### src/rtl/obi_pkg.sv
// Shared OBI definitions: DMA FSM state type and bus constants.
package obi_pkg;

  typedef enum logic [2:0] {
    IDLE    = 3'd0,
    RD_REQ  = 3'd1,
    RD_WAIT = 3'd2,
    WR_REQ  = 3'd3,
    WR_WAIT = 3'd4,
    DONE    = 3'd5
  } dma_state_e;

  localparam logic [3:0]  OBI_BE_FULL    = 4'hF;
  localparam int unsigned OBI_WORD_BYTES = 4;

endpackage

### src/rtl/obi_dma.sv
// obi_dma: single-channel word-copy engine with one OBI initiator port.
// Defining OBI_DMA_FILL_EN adds a pattern-fill mode (fill_i / fill_data_i).
module obi_dma
  import obi_pkg::*;
#(
  parameter int unsigned LEN_W      = 16,
  parameter int unsigned BASE_ALIGN = 4
) (
  input  logic             clk_i,
  input  logic             rst_i,
  input  logic             start_i,
  input  logic [31:0]      src_addr_i,
  input  logic [31:0]      dst_addr_i,
  input  logic [LEN_W-1:0] len_i,
`ifdef OBI_DMA_FILL_EN
  input  logic             fill_i,
  input  logic [31:0]      fill_data_i,
`endif
  output logic             busy_o,
  output logic             done_o,
  output logic             err_o,
  output logic             dma_req_o,
  input  logic             dma_gnt_i,
  output logic [31:0]      dma_addr_o,
  output logic             dma_we_o,
  output logic [3:0]       dma_be_o,
  output logic [31:0]      dma_wdata_o,
  input  logic             dma_rvalid_i,
  input  logic [31:0]      dma_rdata_i
);

  localparam logic [31:0] STEP       = 32'(OBI_WORD_BYTES);
  localparam logic [31:0] ALIGN_MASK = 32'(BASE_ALIGN - 1);

  dma_state_e       state;
  logic [31:0]      src_q;
  logic [31:0]      dst_q;
  logic [31:0]      data_q;
  logic [31:0]      addr_q;
  logic [LEN_W-1:0] cnt_q;
  logic [3:0]       be_q;
  logic             req_q;
  logic             we_q;
  logic             err_q;
  logic             fill_q;

  logic             fill_sel;
  logic [31:0]      fill_pat;
  logic             src_bad;
  logic             dst_bad;
  logic [31:0]      src_next;
  logic [31:0]      dst_next;
  logic             last_word;

`ifdef OBI_DMA_FILL_EN
  assign fill_sel = fill_i;
  assign fill_pat = fill_data_i;
`else
  assign fill_sel = 1'b0;
  assign fill_pat = '0;
`endif

  // Fill never reads the source, so its alignment is irrelevant there.
  assign src_bad   = ((src_addr_i & ALIGN_MASK) != '0) && !fill_sel;
  assign dst_bad   = (dst_addr_i & ALIGN_MASK) != '0;
  assign src_next  = src_q + STEP;
  assign dst_next  = dst_q + STEP;
  assign last_word = cnt_q == LEN_W'(1);

  // Bus outputs are registers loaded on state entry, so addr/be/wdata
  // naturally hold their last value whenever req is low.
  always_ff @(posedge clk_i) begin
    if (rst_i) begin
      state  <= IDLE;
      src_q  <= '0;
      dst_q  <= '0;
      data_q <= '0;
      addr_q <= '0;
      cnt_q  <= '0;
      be_q   <= '0;
      req_q  <= 1'b0;
      we_q   <= 1'b0;
      err_q  <= 1'b0;
      fill_q <= 1'b0;
    end else begin
      case (state)
        IDLE: begin
          if (start_i) begin
            err_q  <= 1'b0;
            src_q  <= src_addr_i;
            dst_q  <= dst_addr_i;
            cnt_q  <= len_i;
            fill_q <= fill_sel;
            if (src_bad || dst_bad) begin
              err_q <= 1'b1;
              state <= DONE;
            end else if (len_i == '0) begin
              state <= DONE;
            end else if (fill_sel) begin
              data_q <= fill_pat;
              req_q  <= 1'b1;
              we_q   <= 1'b1;
              be_q   <= OBI_BE_FULL;
              addr_q <= dst_addr_i;
              state  <= WR_REQ;
            end else begin
              req_q  <= 1'b1;
              we_q   <= 1'b0;
              be_q   <= OBI_BE_FULL;
              addr_q <= src_addr_i;
              state  <= RD_REQ;
            end
          end
        end
        RD_REQ: begin
          if (dma_gnt_i) begin
            req_q <= 1'b0;
            state <= RD_WAIT;
          end
        end
        RD_WAIT: begin
          if (dma_rvalid_i) begin
            data_q <= dma_rdata_i;
            req_q  <= 1'b1;
            we_q   <= 1'b1;
            addr_q <= dst_q;
            state  <= WR_REQ;
          end
        end
        WR_REQ: begin
          if (dma_gnt_i) begin
            req_q <= 1'b0;
            we_q  <= 1'b0;
            state <= WR_WAIT;
          end
        end
        WR_WAIT: begin
          if (dma_rvalid_i) begin
            src_q <= src_next;
            dst_q <= dst_next;
            cnt_q <= cnt_q - LEN_W'(1);
            if (last_word) begin
              state <= DONE;
            end else if (fill_q) begin
              req_q  <= 1'b1;
              we_q   <= 1'b1;
              addr_q <= dst_next;
              state  <= WR_REQ;
            end else begin
              req_q  <= 1'b1;
              we_q   <= 1'b0;
              addr_q <= src_next;
              state  <= RD_REQ;
            end
          end
        end
        DONE: begin
          state <= IDLE;
        end
        default: begin
          req_q <= 1'b0;
          we_q  <= 1'b0;
          state <= IDLE;
        end
      endcase
    end
  end

  assign busy_o      = state != IDLE;
  assign done_o      = state == DONE;
  assign err_o       = err_q;
  assign dma_req_o   = req_q;
  assign dma_we_o    = we_q;
  assign dma_addr_o  = addr_q;
  assign dma_be_o    = be_q;
  assign dma_wdata_o = data_q;

endmodule

### config.mk
export PLATFORM = sky130hd
export DESIGN_NAME = obi_dma
export DESIGN_NICKNAME = d
export VERILOG_FILES = /design/src/rtl/obi_pkg.sv /design/src/rtl/obi_dma.sv
export SDC_FILE = /design/constraint.sdc
export NUM_CORES = 1
export LEC_CHECK = 0
export CAP_MARGIN = 20
export CORE_AREA = 2 2 154 194
export DETAILED_ROUTE_END_ITERATION = 12
export DIE_AREA = 0 0 156 196
export DONT_BUFFER_PORTS = 1
export SLEW_MARGIN = 20
export SYNTH_ARGS = -nofsm -noshare
export SYNTH_HDL_FRONTEND = slang
export SYNTH_SLANG_ARGS = --single-unit
### constraint.sdc
create_clock -name clk_i -period 5.42 [get_ports clk_i]
set_clock_uncertainty 0.05 [all_clocks]
set_input_delay 1.084 -clock clk_i [delete_from_list [all_inputs] [get_ports clk_i]]
set_output_delay 1.084 -clock clk_i [all_outputs]
set_load 0.02 [all_outputs]
# --- After elaboration in Yosys (flattened, before gate mapping) ---
# Cells that the tools add are included.
# W data, S select, Z words.
op_classes:
  add_sub_neg: 3
  eq_ne: 15
  muxes: 40
  bitwise_logic: 4
  reduce_logical: 18
op_table:
  columns: ["cell", "n"]
  rows:
  - ["$mux W32", 10]
  - ["$pmux W32 S2", 2]
  - ["$pmux W32 S3", 1]
  - ["$add A32 B3 Y32 const B", 2]
  - ["$reduce_bool A32 Y1", 2]
  - ["$mux W16", 2]
  - ["$pmux W16 S2", 1]
  - ["$mux W3", 8]
  - ["$eq A16 B1 Y1 const B", 1]
  - ["$logic_not A16 Y1", 1]
  - ["$ne A2 B2 Y1 const B", 8]
  - ["$reduce_and A8 Y1", 2]
  - ["$sub A16 B1 Y16 const B", 1]
  - ["$pmux W3 S5", 1]
  - ["$mux W1", 13]
  - ["$pmux W1 S5", 2]
  - ["$reduce_and A7 Y1", 1]
  - ["$eq A3 B2 Y1 const B", 2]
  - ["$eq A3 B3 Y1 const B", 2]
  - ["$reduce_bool A3 Y1", 2]
  - ["$reduce_and A5 Y1", 1]
  - ["$not A1 Y1", 4]
  - ["$reduce_and A2 Y1", 2]
  - ["$reduce_and A4 Y1", 1]
  - ["7 further kinds", 8]
word_totals:
  regBits: 151
  input_bits: 117
  output_inout_bits: 73
  word_cells: 90

# --- Logic depth before layout (Yosys ltp) ---
depth:
  word_depth: 5
  depth_mapped: 9
  depth_no_buf: 7

# --- Least setup slack after synthesis ---
# Ideal clock, no wire load.
synth_timing:
  kind: "input port to flip-flop"
  startpoint: "in src_addr_i[1]"
  endpoint: "reg addr_q[10] (netlist: dma_addr_o[10])"
  setup_time_ns: 0.134
  arrival_ns: 2.423
  required_ns: 5.236
  setup_slack_ns: 2.813
  stages: 5
  path_buffers: 1
  cell_sequence: "nor4_1 -> a21oi_1 -> nor3_2 -> buf_2 -> a211oi_1"
synth_via:
  elab_chain_cells: 4
synth_lines:
  columns: ["element", "line_no", "source"]
  rows:
  - ["from (decl)", "obi_dma.sv:12", "input logic [31:0] src_addr_i,"]
  - ["$reduce_bool A32 Y1", "obi_dma.sv:64", "assign src_bad = ((src_addr_i & ALIGN_MASK) != '0) && !fill_sel;"]
  - ["$logic_or A1 B1 Y1", "obi_dma.sv:94", "if (src_bad || dst_bad) begin"]
  - ["$ne A2 B2 Y1 (no line)", null, null]
  - ["$reduce_and A7 Y1 (no line)", null, null]
  - ["to (signal assigned)", "obi_dma.sv:104", "addr_q <= dst_addr_i;"]
  - ["to (signal assigned)", "obi_dma.sv:110", "addr_q <= src_addr_i;"]
  - ["to (signal assigned)", "obi_dma.sv:126", "addr_q <= dst_q;"]
  - ["to (decl)", "obi_dma.sv:39", "logic [31:0] addr_q;"]
# No other way between the ends.
# A chain may end at the register's enable or synchronous reset.

# --- Worst setup path in the final report ---
layout_timing:
  startpoint: "reg state[0]"
  endpoint: "reg addr_q[23] (netlist: dma_addr_o[23])"
layout_via:
  elab_chain_cells: 3
  word_cells_on_any_way: 12
  classes_between: "8 x eq/ne; 1 x mux; 3 x reduce/logical"
layout_lines:
  columns: ["element", "line_no", "source"]
  rows:
  - ["from (decl)", "obi_dma.sv:35", "dma_state_e state;"]
  - ["from (signal assigned)", "obi_dma.sv:74", "state <= IDLE;"]
  - ["from (signal assigned)", "obi_dma.sv:96", "state <= DONE;"]
  - ["from (signal assigned)", "obi_dma.sv:98", "state <= DONE;"]
  - ["$eq A3 B3 Y1 (tied with other cells)", "obi_dma.sv:86", "case (state)"]
  - ["$ne A2 B2 Y1 (no line) or $reduce_bool A3 Y1 (tied branches)", null, null]
  - ["$reduce_and A7 Y1 (no line)", null, null]
# Parallel ways exist; a longest one is shown, timed or not.

==> metrics.md <==
| Metric | Value |
|---|---|
| Starting Density | `0.295` |
| Drt total wl | `30.2 mm` |
| Worst Path Arrival | `3380 ps` |
| Post-synthesis sequential area ratio | `0.355` |
| HPWL Detailed | `20.4 mm` |
| Final Max Tran Viols | `0` |
| CTS tree | `done` |
| Tightest Hold Check Type | `reg -> reg` |
| Rel. slew slack | `0.293` |
| Avg Cell Area, Syn | `7.63 um^2` |
| Fmax | `0.320 GHz` |
| Port buffer count | `0` |
| Final #Nets | `1159` |
| Syn nets | `1236` |
| Drt pass-1 iters | `6` |
| Setup Viol. Count Final | `0` |
| Peak supply drop | `0.000319 V` |
| Via Count | `8505` |
| Chip Height | `196 um` |
| Vias in the first global route | `7673` |
| Avg WL per Cell | `21.4 um` |
| Total GRT Usage | `0.193` |
| GRT overflow | `0` |
| Antenna violations before repair | `6` |
| Die width | `156 um` |
| ANT nets after route | `0` |
| Top-count cell post-synth | `nand2_1` |
| Utilization after layout | `0.319` |
| Site Rows | `70` |
| Initial DRC count | `800` |
| Setup TNS Final | `0 ps` |
| Crit path required time | `5670 ps` |
| Vias/cell | `6.02` |
| Top cells by count, synth | `155 x nand2_1, 151 x dfxtp_1, 110 x a21oi_1` |
| Fillers | `2996` |
| Biggest area consumer among synthesized cells | `dfxtp_1` |
| Main synth FF type | `dfxtp_1` |
| RSZ-0062 raised after global routing | `false` |
| Cts bufs inserted | `17` |
| Final instance area | `0.00919 mm^2` |
| Pre-CTS setup slack | `1910 ps` |
| Number of synthesized register bits | `151` |
| DP Cell Count | `1379` |
| DRC violations left | `0` |
| Max Root-Sink Buffers | `2` |
| Total power | `5.22 mW` |
| Hold Vio Cnt, Final | `0` |
| Pwr/cell area | `568 mW/mm^2` |
| Setup CP Type | `reg -> reg` |
| Dominant cells by area after synthesis | `dfxtp_1 36%, nand2_1 6.8%, a21oi_1 6.5%` |
| DIE AREA | `0.0306 mm^2` |
| Core ar. | `0.0288 mm^2` |
| Fin cells | `1413` |
| Outcome | `finished, final reports clean` |
| Clk Tree Root Cell | `clkbuf_16` |
| Max Cap Violations | `0` |
| Min Tclk post-route | `3120 ps` |
| Yosys cell types | `72` |
| Fraction of layout cells with a size suffix above 1 | `0.0610` |
| CP max FO | `102` |
| EDFF count, synth | `0` |
| Io pins | `190` |
| Fin crit share | `0.576` |
| Cts hold-fix bufs | `0` |
| Asr flop ratio synth | `0` |
| Gate Count Post-Synth | `1115` |
| Setup bufs post-CTS | `0` |
| Syn-to-layout area delta | `8.03%` |
| Dpl cell area | `0.00860 mm^2` |
| Mapped cell area | `0.00851 mm^2` |
| Post-CTS sizing | `0` |
| Leakage | `2.98 nW` |
| Htree depth | `4` |
| Post-route setup slack | `2300 ps` |
| Placer Congestion | `0.810` |
| Hold_ws | `411 ps` |
| Top-area cell type share of the netlist area | `0.355` |
| Worst Tran Pin Value | `1060 ps` |
| CP Launch Type | `register` |
| CTS clock-pin slew for the worst setup and hold paths | `70 ps` |
| Wire length of the first global-routing pass | `46.0 mm` |
| Skew-Pair Late Insertion Delay | `430 ps` |
| Yosys warning count | `0` |
| CP endpoint kind | `register` |
| # clock sinks | `151` |
| Largest net degree at the start of global routing | `154` |
cell type report:
cell class	count	area, um^2	share of cell area
multi-input cells	838	4980	0.541
flip-flops and latches	151	3020	0.329
clock buffers	24	482	0.0524
well taps	360	450	0.0490
clock inverters	7	95.1	0.0103
repair buffers	12	90.1	0.00980
inverters	18	67.6	0.00735
diodes	3	7.51	0.000817
path summary, 6_finish.rpt:
check | cells past startpoint | slack (ps) | end | start
setup / recovery | 6 | 2300 | dma_addr_o[23] | state[0]
hold / removal | 2 | 410 | src_q[1] | src_q[1]
setup reg to reg | 6 | 2300 | dma_addr_o[23] | state[0]
hold reg to reg | 2 | 410 | src_q[1] | src_q[1]
cells by family after synthesis:
| kind of cell | after synthesis | synth area share |
|---|---|---|
| simple gates | 418 | 0.246 |
| compound gates | 397 | 0.310 |
| flops | 151 | 0.355 |
| buf+inv | 126 | 0.0626 |
| xor+xnor | 13 | 0.0134 |
| mux | 6 | 0.00706 |
| fa+ha+maj | 4 | 0.00588 |
placed cells by master (no fill, tap or decap), types with 5 or more instances in the layout:
| cell | count |
|---|---|
| nor4_1 | 28 |
| a21o_1 | 6 |
| o22ai_1 | 11 |
| o21ai_0 | 56 |
| or3_1 | 12 |
| and2_1 | 9 |
| a22o_1 | 11 |
| o31ai_1 | 12 |
| nor3_1 | 32 |
| a22oi_1 | 18 |
| xor2_1 | 8 |
| or2_2 | 5 |
| nand2_1 | 154 |
| o221ai_1 | 8 |
| nand3_1 | 23 |
| xnor2_1 | 5 |
| o21bai_1 | 5 |
| a21oi_1 | 110 |
| a222oi_1 | 10 |
| a221oi_1 | 7 |
| nor2b_1 | 9 |
| and3_1 | 13 |
| a211oi_1 | 45 |
| nand2b_1 | 6 |
| a31oi_1 | 34 |
| clkbuf_16 | 17 |
| nand4_1 | 18 |
| dfxtp_1 | 151 |
| a311oi_1 | 23 |
| mux2i_1 | 6 |
| o31a_1 | 5 |
| o41ai_1 | 5 |
| nor2_1 | 77 |
| buf_4 | 12 |
| inv_1 | 17 |
layer usage:
metal,global-route usage,vias to the layer above,wire [um]
met2,0.309,297,14500
met5,0,-,38
met1,0.236,4089,12200
li1,-,4047,-
met3,0.0599,66,2320
met4,0.0931,6,1180
power breakdown:
part / internal, mW / switching, mW
registers: 1.43 / 0.561
logic: 0.727 / 1.30
clock network: 0.712 / 0.488
total: 2.87 / 2.35
flip-flops by register name (all words and copies together), names as in the netlist:
signal	count
cnt_q	16
dma_wdata_o	32
dst_q	32
dma_be_o	1
dma_req_o	1
dma_we_o	1
src_q	32
err_o	1
state	3
dma_addr_o	32
worst max-delay path, cell delays in order (launching register included):
cell      delay [ps]
dfxtp_1          750
or3b_4           560
buf_4            870
nor2_1            80
and4_1           250
nor3_1           230
a211oi_1         120
Note: power is estimated with default switching activity, not from simulation.
